**src/rtl/audio_mixer_pkg.sv**
```systemverilog
`default_nettype none
// ============================================================================
// audio_mixer_pkg : shared gain constants and mixer FSM state encoding
// Revision 1.0
// ============================================================================
package audio_mixer_pkg;

    localparam int unsigned GAIN_WIDTH = 4;
    localparam int unsigned GAIN_UNITY = 8;
    localparam int unsigned GAIN_SHIFT = 3;

    typedef enum logic [1:0] {
        IDLE = 2'd0,
        SNAP = 2'd1,
        ACC  = 2'd2,
        SAT  = 2'd3
    } mix_state_t;

endpackage
`default_nettype wire

```
**src/rtl/audio_mixer_if.sv**
```systemverilog
`default_nettype none
// ============================================================================
// audio_mixer_if : card-source inputs and mixed-sample outputs of the mixer
// Revision 1.0
// ============================================================================
interface audio_mixer_if #(
    parameter int unsigned NUM_SRC   = 2,
    parameter int unsigned SRC_WIDTH = 10,
    parameter int unsigned OUT_WIDTH = 16
);
    import audio_mixer_pkg::*;

    logic                            speaker_bit_i;
    logic [NUM_SRC*SRC_WIDTH-1:0]    src_l_i;
    logic [NUM_SRC*SRC_WIDTH-1:0]    src_r_i;
    logic [NUM_SRC*GAIN_WIDTH-1:0]   src_gain_i;
    logic                            mute_i;
    logic                            clk_audio_o;
    logic [OUT_WIDTH-1:0]            sample_l_o;
    logic [OUT_WIDTH-1:0]            sample_r_o;
    logic                            sample_valid_o;

    // Card / stimulus side
    modport master (
        output speaker_bit_i, src_l_i, src_r_i, src_gain_i, mute_i,
        input  clk_audio_o, sample_l_o, sample_r_o, sample_valid_o
    );

    // Mixer side
    modport slave (
        input  speaker_bit_i, src_l_i, src_r_i, src_gain_i, mute_i,
        output clk_audio_o, sample_l_o, sample_r_o, sample_valid_o
    );

endinterface
`default_nettype wire

```
**src/rtl/audio_mixer_speaker_pulse.sv**
```systemverilog
`default_nettype none
// ============================================================================
// audio_mixer_speaker_pulse : turns the Apple speaker toggle into a bounded pulse
// Revision 1.0
// ============================================================================
module audio_mixer_speaker_pulse #(
    parameter int unsigned SPEAKER_HOLD   = 255,
    parameter int unsigned SPEAKER_ENABLE = 1
) (
    input  logic clk_pixel_w,
    input  logic system_reset_n_w,
    input  logic tick,
    input  logic speaker_bit,
    output logic spk_on
);

    localparam int unsigned CTR_W = (SPEAKER_HOLD > 0) ? $clog2(SPEAKER_HOLD + 1) : 1;

    logic             sync_meta;
    logic             sync_bit;
    logic             prev;
    logic [CTR_W-1:0] ctr;

    always_ff @(posedge clk_pixel_w or negedge system_reset_n_w) begin
        if (!system_reset_n_w) begin
            sync_meta <= 1'b0;
            sync_bit  <= 1'b0;
            prev      <= 1'b0;
            ctr       <= '0;
        end else begin
            sync_meta <= speaker_bit;
            sync_bit  <= sync_meta;
            // Edges are only looked at once per output sample
            if (tick) begin
                if (sync_bit != prev) begin
                    ctr <= CTR_W'(SPEAKER_HOLD);
                end else if (ctr != '0) begin
                    ctr <= ctr - CTR_W'(1);
                end
                prev <= sync_bit;
            end
        end
    end

    assign spk_on = (SPEAKER_ENABLE != 0) && prev && (ctr != '0);

endmodule
`default_nettype wire

```
**src/rtl/audio_mixer.sv**
```systemverilog
`default_nettype none
// ============================================================================
// audio_mixer : N-source stereo mixer with per-source gain, speaker pulse,
//               saturation and HDMI audio sample-rate generation. Revision 1.0
// ============================================================================
module audio_mixer
    import audio_mixer_pkg::*;
#(
    parameter int unsigned PIXEL_CLK_HZ   = 27_000_000,
    parameter int unsigned AUDIO_RATE     = 44_100,
    parameter int unsigned NUM_SRC        = 2,
    parameter int unsigned SRC_WIDTH      = 10,
    parameter int unsigned OUT_WIDTH      = 16,
    parameter int unsigned SPEAKER_ENABLE = 1,
    parameter int unsigned SPEAKER_HOLD   = 255,
    parameter int unsigned SPEAKER_LEVEL  = 32'h2000
) (
    input  logic         clk_pixel_w,
    input  logic         system_reset_n_w,
    audio_mixer_if.slave bus
);

    localparam int unsigned DIV        = PIXEL_CLK_HZ / AUDIO_RATE;
    localparam int unsigned CNT_W      = $clog2(DIV);
    localparam int unsigned ACC_W      = OUT_WIDTH + $clog2(NUM_SRC + 1) + 1;
    localparam int unsigned TERM_SHIFT = OUT_WIDTH - 2 - SRC_WIDTH;
    localparam int unsigned IDX_W      = (NUM_SRC > 1) ? $clog2(NUM_SRC) : 1;

    // The whole mix must finish before clk_audio_o rises in the same period
    if (NUM_SRC + 3 >= DIV / 2) begin : g_bad_latency
        $error("audio_mixer: NUM_SRC too large for the sample divider");
    end
    if (SRC_WIDTH + 2 > OUT_WIDTH) begin : g_bad_width
        $error("audio_mixer: OUT_WIDTH must be at least SRC_WIDTH+2");
    end
    if (GAIN_UNITY != (1 << GAIN_SHIFT)) begin : g_bad_gain
        $error("audio_mixer: unity gain must equal 1 << GAIN_SHIFT");
    end

    logic [CNT_W-1:0]      cnt;
    logic                  tick;
    logic                  spk_on;
    mix_state_t            state;
    mix_state_t            next_state;
    logic [SRC_WIDTH-1:0]  snap_l    [NUM_SRC];
    logic [SRC_WIDTH-1:0]  snap_r    [NUM_SRC];
    logic [GAIN_WIDTH-1:0] snap_gain [NUM_SRC];
    logic                  snap_mute;
    logic                  snap_spk;
    logic [IDX_W-1:0]      idx;
    logic [ACC_W-1:0]      acc_l;
    logic [ACC_W-1:0]      acc_r;
    logic [ACC_W-1:0]      prod_l;
    logic [ACC_W-1:0]      prod_r;
    logic [ACC_W-1:0]      term_l;
    logic [ACC_W-1:0]      term_r;

    assign tick = (cnt == CNT_W'(DIV - 1));

    always_ff @(posedge clk_pixel_w or negedge system_reset_n_w) begin
        if (!system_reset_n_w) begin
            cnt             <= '0;
            bus.clk_audio_o <= 1'b0;
        end else begin
            cnt             <= tick ? '0 : cnt + CNT_W'(1);
            bus.clk_audio_o <= (cnt >= CNT_W'(DIV / 2));
        end
    end

    audio_mixer_speaker_pulse #(
        .SPEAKER_HOLD   (SPEAKER_HOLD),
        .SPEAKER_ENABLE (SPEAKER_ENABLE)
    ) u_speaker_pulse (
        .clk_pixel_w      (clk_pixel_w),
        .system_reset_n_w (system_reset_n_w),
        .tick             (tick),
        .speaker_bit      (bus.speaker_bit_i),
        .spk_on           (spk_on)
    );

    always_ff @(posedge clk_pixel_w or negedge system_reset_n_w) begin
        if (!system_reset_n_w) begin
            state <= IDLE;
        end else begin
            state <= next_state;
        end
    end

    always_comb begin
        next_state = state;
        case (state)
            IDLE:    if (tick) next_state = SNAP;
            SNAP:    next_state = ACC;
            ACC:     if (idx == IDX_W'(NUM_SRC - 1)) next_state = SAT;
            SAT:     next_state = IDLE;
            default: next_state = IDLE;
        endcase
    end

    // Gain 8 is unity: the >>3 drops the fractional bits, the left shift
    // places a full-scale source just below a quarter of the output range.
    always_comb begin
        prod_l = ACC_W'(snap_l[idx]) * ACC_W'(snap_gain[idx]);
        prod_r = ACC_W'(snap_r[idx]) * ACC_W'(snap_gain[idx]);
        term_l = (prod_l >> GAIN_SHIFT) << TERM_SHIFT;
        term_r = (prod_r >> GAIN_SHIFT) << TERM_SHIFT;
    end

    function automatic logic [OUT_WIDTH-1:0] saturate(
        input logic [ACC_W-1:0] acc,
        input logic             add_spk,
        input logic             force_zero
    );
        logic [ACC_W-1:0] sum;
        sum = acc + (add_spk ? ACC_W'(SPEAKER_LEVEL) : '0);
        if (force_zero) begin
            return '0;
        end else if (|sum[ACC_W-1:OUT_WIDTH]) begin
            return '1;
        end else begin
            return sum[OUT_WIDTH-1:0];
        end
    endfunction

    always_ff @(posedge clk_pixel_w or negedge system_reset_n_w) begin
        if (!system_reset_n_w) begin
            for (int unsigned k = 0; k < NUM_SRC; k++) begin
                snap_l[k]    <= '0;
                snap_r[k]    <= '0;
                snap_gain[k] <= '0;
            end
            snap_mute          <= 1'b0;
            snap_spk           <= 1'b0;
            idx                <= '0;
            acc_l              <= '0;
            acc_r              <= '0;
            bus.sample_l_o     <= '0;
            bus.sample_r_o     <= '0;
            bus.sample_valid_o <= 1'b0;
        end else begin
            bus.sample_valid_o <= 1'b0;
            case (state)
                SNAP: begin
                    for (int unsigned k = 0; k < NUM_SRC; k++) begin
                        snap_l[k]    <= bus.src_l_i[k*SRC_WIDTH +: SRC_WIDTH];
                        snap_r[k]    <= bus.src_r_i[k*SRC_WIDTH +: SRC_WIDTH];
                        snap_gain[k] <= bus.src_gain_i[k*GAIN_WIDTH +: GAIN_WIDTH];
                    end
                    snap_mute <= bus.mute_i;
                    snap_spk  <= spk_on;
                    idx       <= '0;
                    acc_l     <= '0;
                    acc_r     <= '0;
                end
                ACC: begin
                    acc_l <= acc_l + term_l;
                    acc_r <= acc_r + term_r;
                    idx   <= idx + IDX_W'(1);
                end
                SAT: begin
                    bus.sample_l_o     <= saturate(acc_l, snap_spk, snap_mute);
                    bus.sample_r_o     <= saturate(acc_r, snap_spk, snap_mute);
                    bus.sample_valid_o <= 1'b1;
                end
                default: ;
            endcase
        end
    end

endmodule
`default_nettype wire

```
**src/flat_wrapper.sv**
```systemverilog
// flat-port wrapper written by rule: the top's interface ports become plain ports
module audio_mixer_flat import audio_mixer_pkg::*;
#(
    parameter int unsigned PIXEL_CLK_HZ   = 27_000_000,
    parameter int unsigned AUDIO_RATE     = 44_100,
    parameter int unsigned NUM_SRC        = 2,
    parameter int unsigned SRC_WIDTH      = 10,
    parameter int unsigned OUT_WIDTH      = 16,
    parameter int unsigned SPEAKER_ENABLE = 1,
    parameter int unsigned SPEAKER_HOLD   = 255,
    parameter int unsigned SPEAKER_LEVEL  = 32'h2000
)
  (clk_pixel_w, system_reset_n_w, bus_speaker_bit_i, bus_src_l_i, bus_src_r_i, bus_src_gain_i, bus_mute_i, bus_clk_audio_o, bus_sample_l_o, bus_sample_r_o, bus_sample_valid_o);
  audio_mixer_if #(.NUM_SRC(NUM_SRC), .SRC_WIDTH(SRC_WIDTH), .OUT_WIDTH(OUT_WIDTH)) bus_i ();
  input  logic clk_pixel_w;
  input  logic system_reset_n_w;
  input wire logic [$bits(bus_i.speaker_bit_i)-1:0] bus_speaker_bit_i;
  input wire logic [$bits(bus_i.src_l_i)-1:0] bus_src_l_i;
  input wire logic [$bits(bus_i.src_r_i)-1:0] bus_src_r_i;
  input wire logic [$bits(bus_i.src_gain_i)-1:0] bus_src_gain_i;
  input wire logic [$bits(bus_i.mute_i)-1:0] bus_mute_i;
  output wire logic [$bits(bus_i.clk_audio_o)-1:0] bus_clk_audio_o;
  output wire logic [$bits(bus_i.sample_l_o)-1:0] bus_sample_l_o;
  output wire logic [$bits(bus_i.sample_r_o)-1:0] bus_sample_r_o;
  output wire logic [$bits(bus_i.sample_valid_o)-1:0] bus_sample_valid_o;
  assign bus_i.speaker_bit_i = bus_speaker_bit_i;
  assign bus_i.src_l_i = bus_src_l_i;
  assign bus_i.src_r_i = bus_src_r_i;
  assign bus_i.src_gain_i = bus_src_gain_i;
  assign bus_i.mute_i = bus_mute_i;
  assign bus_clk_audio_o = bus_i.clk_audio_o;
  assign bus_sample_l_o = bus_i.sample_l_o;
  assign bus_sample_r_o = bus_i.sample_r_o;
  assign bus_sample_valid_o = bus_i.sample_valid_o;
  audio_mixer #(.PIXEL_CLK_HZ(PIXEL_CLK_HZ), .AUDIO_RATE(AUDIO_RATE), .NUM_SRC(NUM_SRC), .SRC_WIDTH(SRC_WIDTH), .OUT_WIDTH(OUT_WIDTH), .SPEAKER_ENABLE(SPEAKER_ENABLE), .SPEAKER_HOLD(SPEAKER_HOLD), .SPEAKER_LEVEL(SPEAKER_LEVEL)) u_core (.clk_pixel_w(clk_pixel_w), .system_reset_n_w(system_reset_n_w), .bus(bus_i));
endmodule
```
**config.mk**
```make
export PLATFORM = sky130hd
export DESIGN_NAME = audio_mixer_flat
export DESIGN_NICKNAME = d
export VERILOG_FILES = /design/src/rtl/audio_mixer_pkg.sv /design/src/rtl/audio_mixer_if.sv /design/src/rtl/audio_mixer_speaker_pulse.sv /design/src/rtl/audio_mixer.sv /design/src/flat_wrapper.sv
export SDC_FILE = /design/constraint.sdc
export NUM_CORES = 1
export LEC_CHECK = 0
export CORE_AREA = 2 2 158 121
export CTS_CLUSTER_DIAMETER = 150
export DETAILED_ROUTE_END_ITERATION = 12
export DIE_AREA = 0 0 160 123
export PLACE_DENSITY = 0.76
export SLEW_MARGIN = 5
export SYNTH_ARGS = -nofsm -noshare
export SYNTH_HDL_FRONTEND = slang
export SYNTH_HIERARCHICAL = 1
export SYNTH_SLANG_ARGS = --single-unit
```
**constraint.sdc**
```tcl
create_clock -name clk_pixel_w -period 5.2 [get_ports clk_pixel_w]
set_input_delay 0.52 -clock clk_pixel_w [delete_from_list [all_inputs] [get_ports clk_pixel_w]]
set_output_delay 0.52 -clock clk_pixel_w [all_outputs]
set_load 0.02 [all_outputs]
```
[After elaboration in Yosys (flattened, before gate mapping)]
Index checks and enable logic that the tools add are counted.
Storage, ports and cells
  memories kept: 0
  output and inout bits: 34
  logic and storage cells: 73
  flip-flop bits (word level): 146
  latch bits: 0
  memory bits (writable): 0
  bits of input ports: 52
  ROM bits: 0
Cells by class
  order comparisons: 2
  div/mod/pow operators: 0
  reductions and logical operators: 9
  multipliers: 2
  multiplexer cells: 24
  shift operators: 0
  equal/unequal tests: 7
  bitwise gates (word level): 1
  add/subtract/negate cells: 7
Operator list (number)
  one-hot mux 19 bit (2 select lines): 2
  2-to-1 mux 10 bit: 7
  2-to-1 mux 16 bit: 4
  adder 19 x 15 -> 19 bit: 2
  adder 19 bit: 2
  multiplier 10 x 4 -> 14 bit: 2
  2-to-1 mux 8 bit: 2
  2-to-1 mux 14 bit: 1
  2-to-1 mux 4 bit: 3
  adder 10 x 1 -> 10 bit (second input constant): 1
  == test 10 bit (second input constant): 1
  greater-or-equal comparator 10 x 9 -> 1 bit (second input constant): 1
  one-hot mux 2 bit (4 select lines): 1
  nonzero test 8 bit: 1
  subtractor 8 x 1 -> 8 bit (second input constant): 1
  OR reduction 3 bit: 2
  == test 2 bit (second input constant): 2
  2-to-1 mux 2 bit: 2
  inequality test 2 x 1 -> 1 bit (second input constant): 2
  AND reduction 2 bit: 2
  nonzero test 2 bit: 2
  == test 2 x 1 -> 1 bit (second input constant): 1
  greater-or-equal comparator 2 bit (second input constant): 1
  logical NOT 2 bit: 1
  other kinds (6): 6

[Logic depth before layout (Yosys ltp)]
  word-level depth: 7
  depth in mapped cells: 24
  depth with buffers taken out: 20

[Modules after synthesis]
The synthesis kept the hierarchy.
Modules (own cells, without submodules)
  audio_mixer: sequential area each 3027.9 sq um, cells an instance 942, area an instance 8834.7 sq um, times used 1
  audio_mixer_speaker_pulse: sequential area each 275.3 sq um, cells an instance 59, area an instance 593.1 sq um, times used 1

[Worst setup path after synthesis]
No wires, ideal clock.
  path type: register to register
  from: register u_core.idx
  to: register u_core.acc_r[16]
  slack: 0.108 ns
  period minus slack after synthesis: 5.092 ns
  setup time: 0.145 ns
  buffers on the path: 3
  arrival: 4.947 ns
  data required time: 5.055 ns
  stages on the path, launching flop included: 23
  path through: dfrtp_1 -> buf_6 -> buf_2 -> mux2i_1 -> clkbuf_1 -> nor2_1 -> fa_1 -> inv_1 -> fa_1 -> inv_1 -> ha_1 -> nor2b_1 -> o21a_1 -> o211ai_1 -> a31oi_1 -> xor2_1 -> ha_1 -> a21o_1 -> a21oi_2 -> o21a_1 -> a21oi_1 -> o311ai_1 -> o221ai_1
On the way
  cells in the longest elaborated chain, start to end: 7
Ends and longest elaborated chain
  start, declared: line audio_mixer.sv:50  | logic [IDX_W-1:0] idx;
  start signal, assigned: line audio_mixer.sv:158  | idx <= idx + IDX_W'(1);
  NOT 1 -> 2 bit (not written as such) *: line audio_mixer.sv:104  | prod_r = ACC_W'(snap_r[idx]) * ACC_W'(snap_gain[idx]);
  2-to-1 mux 10 bit (not written as such) or 2-to-1 mux 4 bit (tied branches) (3 in a row): line audio_mixer.sv:104
  multiplier 10 x 4 -> 14 bit *: line audio_mixer.sv:104
  adder 19 x 15 -> 19 bit *: line audio_mixer.sv:157  | acc_r <= acc_r + term_r;
  one-hot mux 19 bit (2 select lines) *: line audio_mixer.sv:142  | case (state)
  end signal, assigned: line audio_mixer.sv:157
  end, declared: line audio_mixer.sv:52  | logic [ACC_W-1:0] acc_r;
Every way passes the cells marked *; elsewhere a longest branch is shown, timed or not. The select of a mux whose other input is x is not followed.
A chain may end at the register's enable or synchronous reset.

[Worst setup path after layout]
Ends and elaborated chain as after synthesis.

==> run metrics <==
status=completed; EDFF count, synth=0; Syn Area/Cell=9.42 um^2; clk_skew=0.00552 ns; pwr/cell area=200 mW/mm^2; post-synth top area cell=dfrtp_1; CTS Buffer Depth=2; CTS tree=done; hpwl dp=15600 um; worst path arrival time=5.48 ns; Post-Syn Instances=1001; Final Setup Violations=0; H-tree levels=4; Num CTS Buffers=17; Remaining DRCs=0; # nets final=1264; Synth area leaders=dfrtp_1 (35%), ha_1 (8.8%), mux2_2 (7.8%), fa_1 (7.2%), inv_1 (4.5%); Most used DFF post-synth=dfrtp_1; Hold Crit Class=in2async; initial antenna violation count=0; # IOs=86; first-pass GRT wire length=36000 um; Sw Ratio=0.216; startpoint types=register; Worst-Margin Slew=0.923 ns; clock root cell=clkbuf_16; Hold Buf Count CTS=0; setup ws final=0.0546 ns; clock network power share=0.543; Int Pwr=1.87 mW; Slew headroom=0.385; maxcap violations=0; Final Critical Period=5.15 ns; # port buffers=85; pin count of the biggest net entering global routing=78; Critical Path RT=5.54 ns; post-synthesis sequential area ratio=0.350; logic gate share of total power=0.025; share of cells above drive strength 1=0.216; max-slew violations=0; full die area=0.0197 mm^2; achievable clock frequency=0.194 GHz; GRT overflow=0; hold violation total from the final report=0; DRT Pass-1 Iters=5; ANT nets after route=0; dpl cell area=0.0106 mm^2; gr usage total=0.227; Power, Total=2.38 mW; final instance area=0.0119 mm^2; Vias=7861; sequential power share=0.431; Tcrit/Tclk final=0.989; Row Count=43; worst vdd ir=0.000189 V; Area growth syn-to-layout=26.3%; initial detailed-routing violation count=654; routability cong.=0.890; crit end category=register; area share of the largest cell type after synthesis=0.350; switching power total=0.516 mW; Worst Setup Path Type=reg2reg; Synth async-reset ratio=1.00; Starting Density=0.518; post-DR vias/cell=5.73; FF+latch count, synth=132; clock sink count=132; Leak=5.48 nW; Clock Pin Slew Worst Setup and Hold Paths=0.06 ns; Synth Warn #=6; unrepaired setup endpoints after global routing=true; Mapped Nets=1153; DIE WIDTH=160 um; Die H=123 um; vias in the first global route=7318; core footprint=0.0182 mm^2; drt total wl=23400 um; CP Max Fanout=7; WL/cell=17.1 um; Mapped Area=0.00943 mm^2; Antenna diodes=0; worst-skew pair later-pin latency=0.42 ns; dpl ws=-0.0857 ns; post-synthesis cell type count=76
-- critical path, cell delays in order (launching register included) --
cell       delay, ns
dfrtp_2         0.51
clkbuf_16       0.22
mux2_4          0.36
and2_1          0.17
ha_1            0.28
ha_1            0.30
nand3_1         0.09
o22ai_2         0.24
inv_1           0.11
fa_2            0.44
nor2b_4         0.12
o21a_1          0.15
o211ai_1        0.14
a31oi_2         0.23
xor2_1          0.19
ha_2            0.33
a21o_1          0.22
a21oi_4         0.14
o21a_1          0.24
a21oi_2         0.11
o31a_1          0.29
o221ai_1        0.16
-- metal layers --
layer,share of wire,global-route usage,vias to the layer above,routed length [um]
li1,-,-,3684,-
met1,0.45,0.313,3882,10600
met2,0.48,0.375,258,11200
met3,0.053,0.0456,37,1230
met4,0.015,0.0524,0,353
met5,0,0,-,0
-- power groups by stage --
stage	Sequential, mW	Clock, mW	Combinational [mW]
global placement	1.05	0	0.0629
floorplan	1.05	0	0.00177
global route	1.03	1.36	0.0670
finish	1.03	1.30	0.0606
detailed placement	1.05	0	0.0623
CTS	1.03	1.31	0.0625
-- kinds of logic (layout without fill, tap and decap cells) --
family | count (synthesis) | in the layout | synth area share
XOR/XNOR | 32 | 32 | 0.0297
AND/OR/NAND/NOR | 288 | 288 | 0.146
flip-flops | 132 | 132 | 0.350
multiplexers | 91 | 91 | 0.105
AO/OA/AOI/OAI | 203 | 203 | 0.143
buffers and inverters | 155 | 279 | 0.0662
adder cells (fa/ha/maj) | 100 | 100 | 0.160
-- final cells by class --
| class | count | area [um^2] |
|---|---|---|
| inverter | 112 | 420 |
| tap | 247 | 309 |
| multi-input combinational | 714 | 5940 |
| clock inverter | 15 | 205 |
| timing repair buffer | 135 | 1310 |
| clock buffer | 17 | 425 |
| fill | 1421 | 6270 |
| sequential | 132 | 3300 |
-- synthesized netlist by cell type (13+ instances only) --
| cell | count |
|---|---|
| a21oi_1 | 32 |
| inv_1 | 112 |
| fa_1 | 34 |
| o21ai_0 | 74 |
| nand3_1 | 25 |
| mux2i_1 | 26 |
| dfrtp_1 | 132 |
| mux2_2 | 65 |
| xor2_1 | 15 |
| ha_1 | 66 |
| nor2_1 | 85 |
| a211oi_1 | 13 |
| clkbuf_1 | 26 |
| nand2_1 | 83 |
| xnor2_1 | 17 |
-- state kept, by name (all words and copies together) (netlist names) --
signal                            flops
u_core/acc_r                         15
u_core/u_speaker_pulse/prev           1
u_core/acc_l                         15
u_core/u_speaker_pulse/sync_bit       1
u_core/bus.sample_l_o                13
u_core/u_speaker_pulse/sync_meta      1
u_core/snap_gain                      8
u_core/u_speaker_pulse/ctr            8
u_core/snap_r                        20
u_core/snap_l                        20
u_core/cnt                           10
u_core/state                          2
u_core/idx                            1
u_core/bus.sample_r_o                13
u_core/snap_mute                      1
u_core/bus.sample_valid_o             1
u_core/bus.clk_audio_o                1
u_core/snap_spk                       1
-- metrics by stage --
stage,util,cells,TNS (ns),hold slack (ns)
2_1_floorplan,-,1001,0,0.224
5_1_grt,0.655,1372,-0.878,0.182
4_1_cts,0.622,1351,0,0.156
6_report,0.655,1372,0,0.109
3_3_place_gp,0.582,1314,0,0.335
3_5_place_dp,0.582,1314,-0.330,0.337
-- worst paths after layout --
path | slack (ns) | depth (start not counted) | endpoint | startpoint
min in group clk_pixel_w | 0.35 | 0 | u_core/u_speaker_pulse/sync_bit | u_core/u_speaker_pulse/sync_meta
worst min register to register | 0.35 | 0 | u_core/u_speaker_pulse/sync_bit | u_core/u_speaker_pulse/sync_meta
worst max register to register | 0.05 | 21 | u_core/acc_r[16] | u_core/idx
worst min-delay path | 0.11 | 1 | u_core/bus.sample_r_o[3] | system_reset_n_w
max in group asynchronous | 3.91 | 2 | u_core/bus.sample_l_o[11] | system_reset_n_w
worst max-delay path | 0.05 | 21 | u_core/acc_r[16] | u_core/idx
-- cells in the final DEF (no fill, tap or decap), types with 18 or more instances in the layout --
cell | synthesis | routed
dfrtp_1 | 132 | 131
inv_1 | 112 | 108
clkdlybuf4s50_1 | 0 | 84
nor2_1 | 85 | 84
nand2_1 | 83 | 83
o21ai_0 | 74 | 69
mux2_2 | 65 | 62
ha_1 | 66 | 51
buf_4 | 7 | 44
fa_1 | 34 | 32
nand3_1 | 25 | 24
a21oi_1 | 32 | 21
clkbuf_16 | 0 | 18
-- repair_timing --
item,CTS,global route
pin swaps,1,46
buffers inserted,4,21
gates resized for setup,4,86
hold endpoints to repair,0,0
endpoints found under the setup margin,7,16
gates cloned,1,1
(Power assumes the default switching activity.)
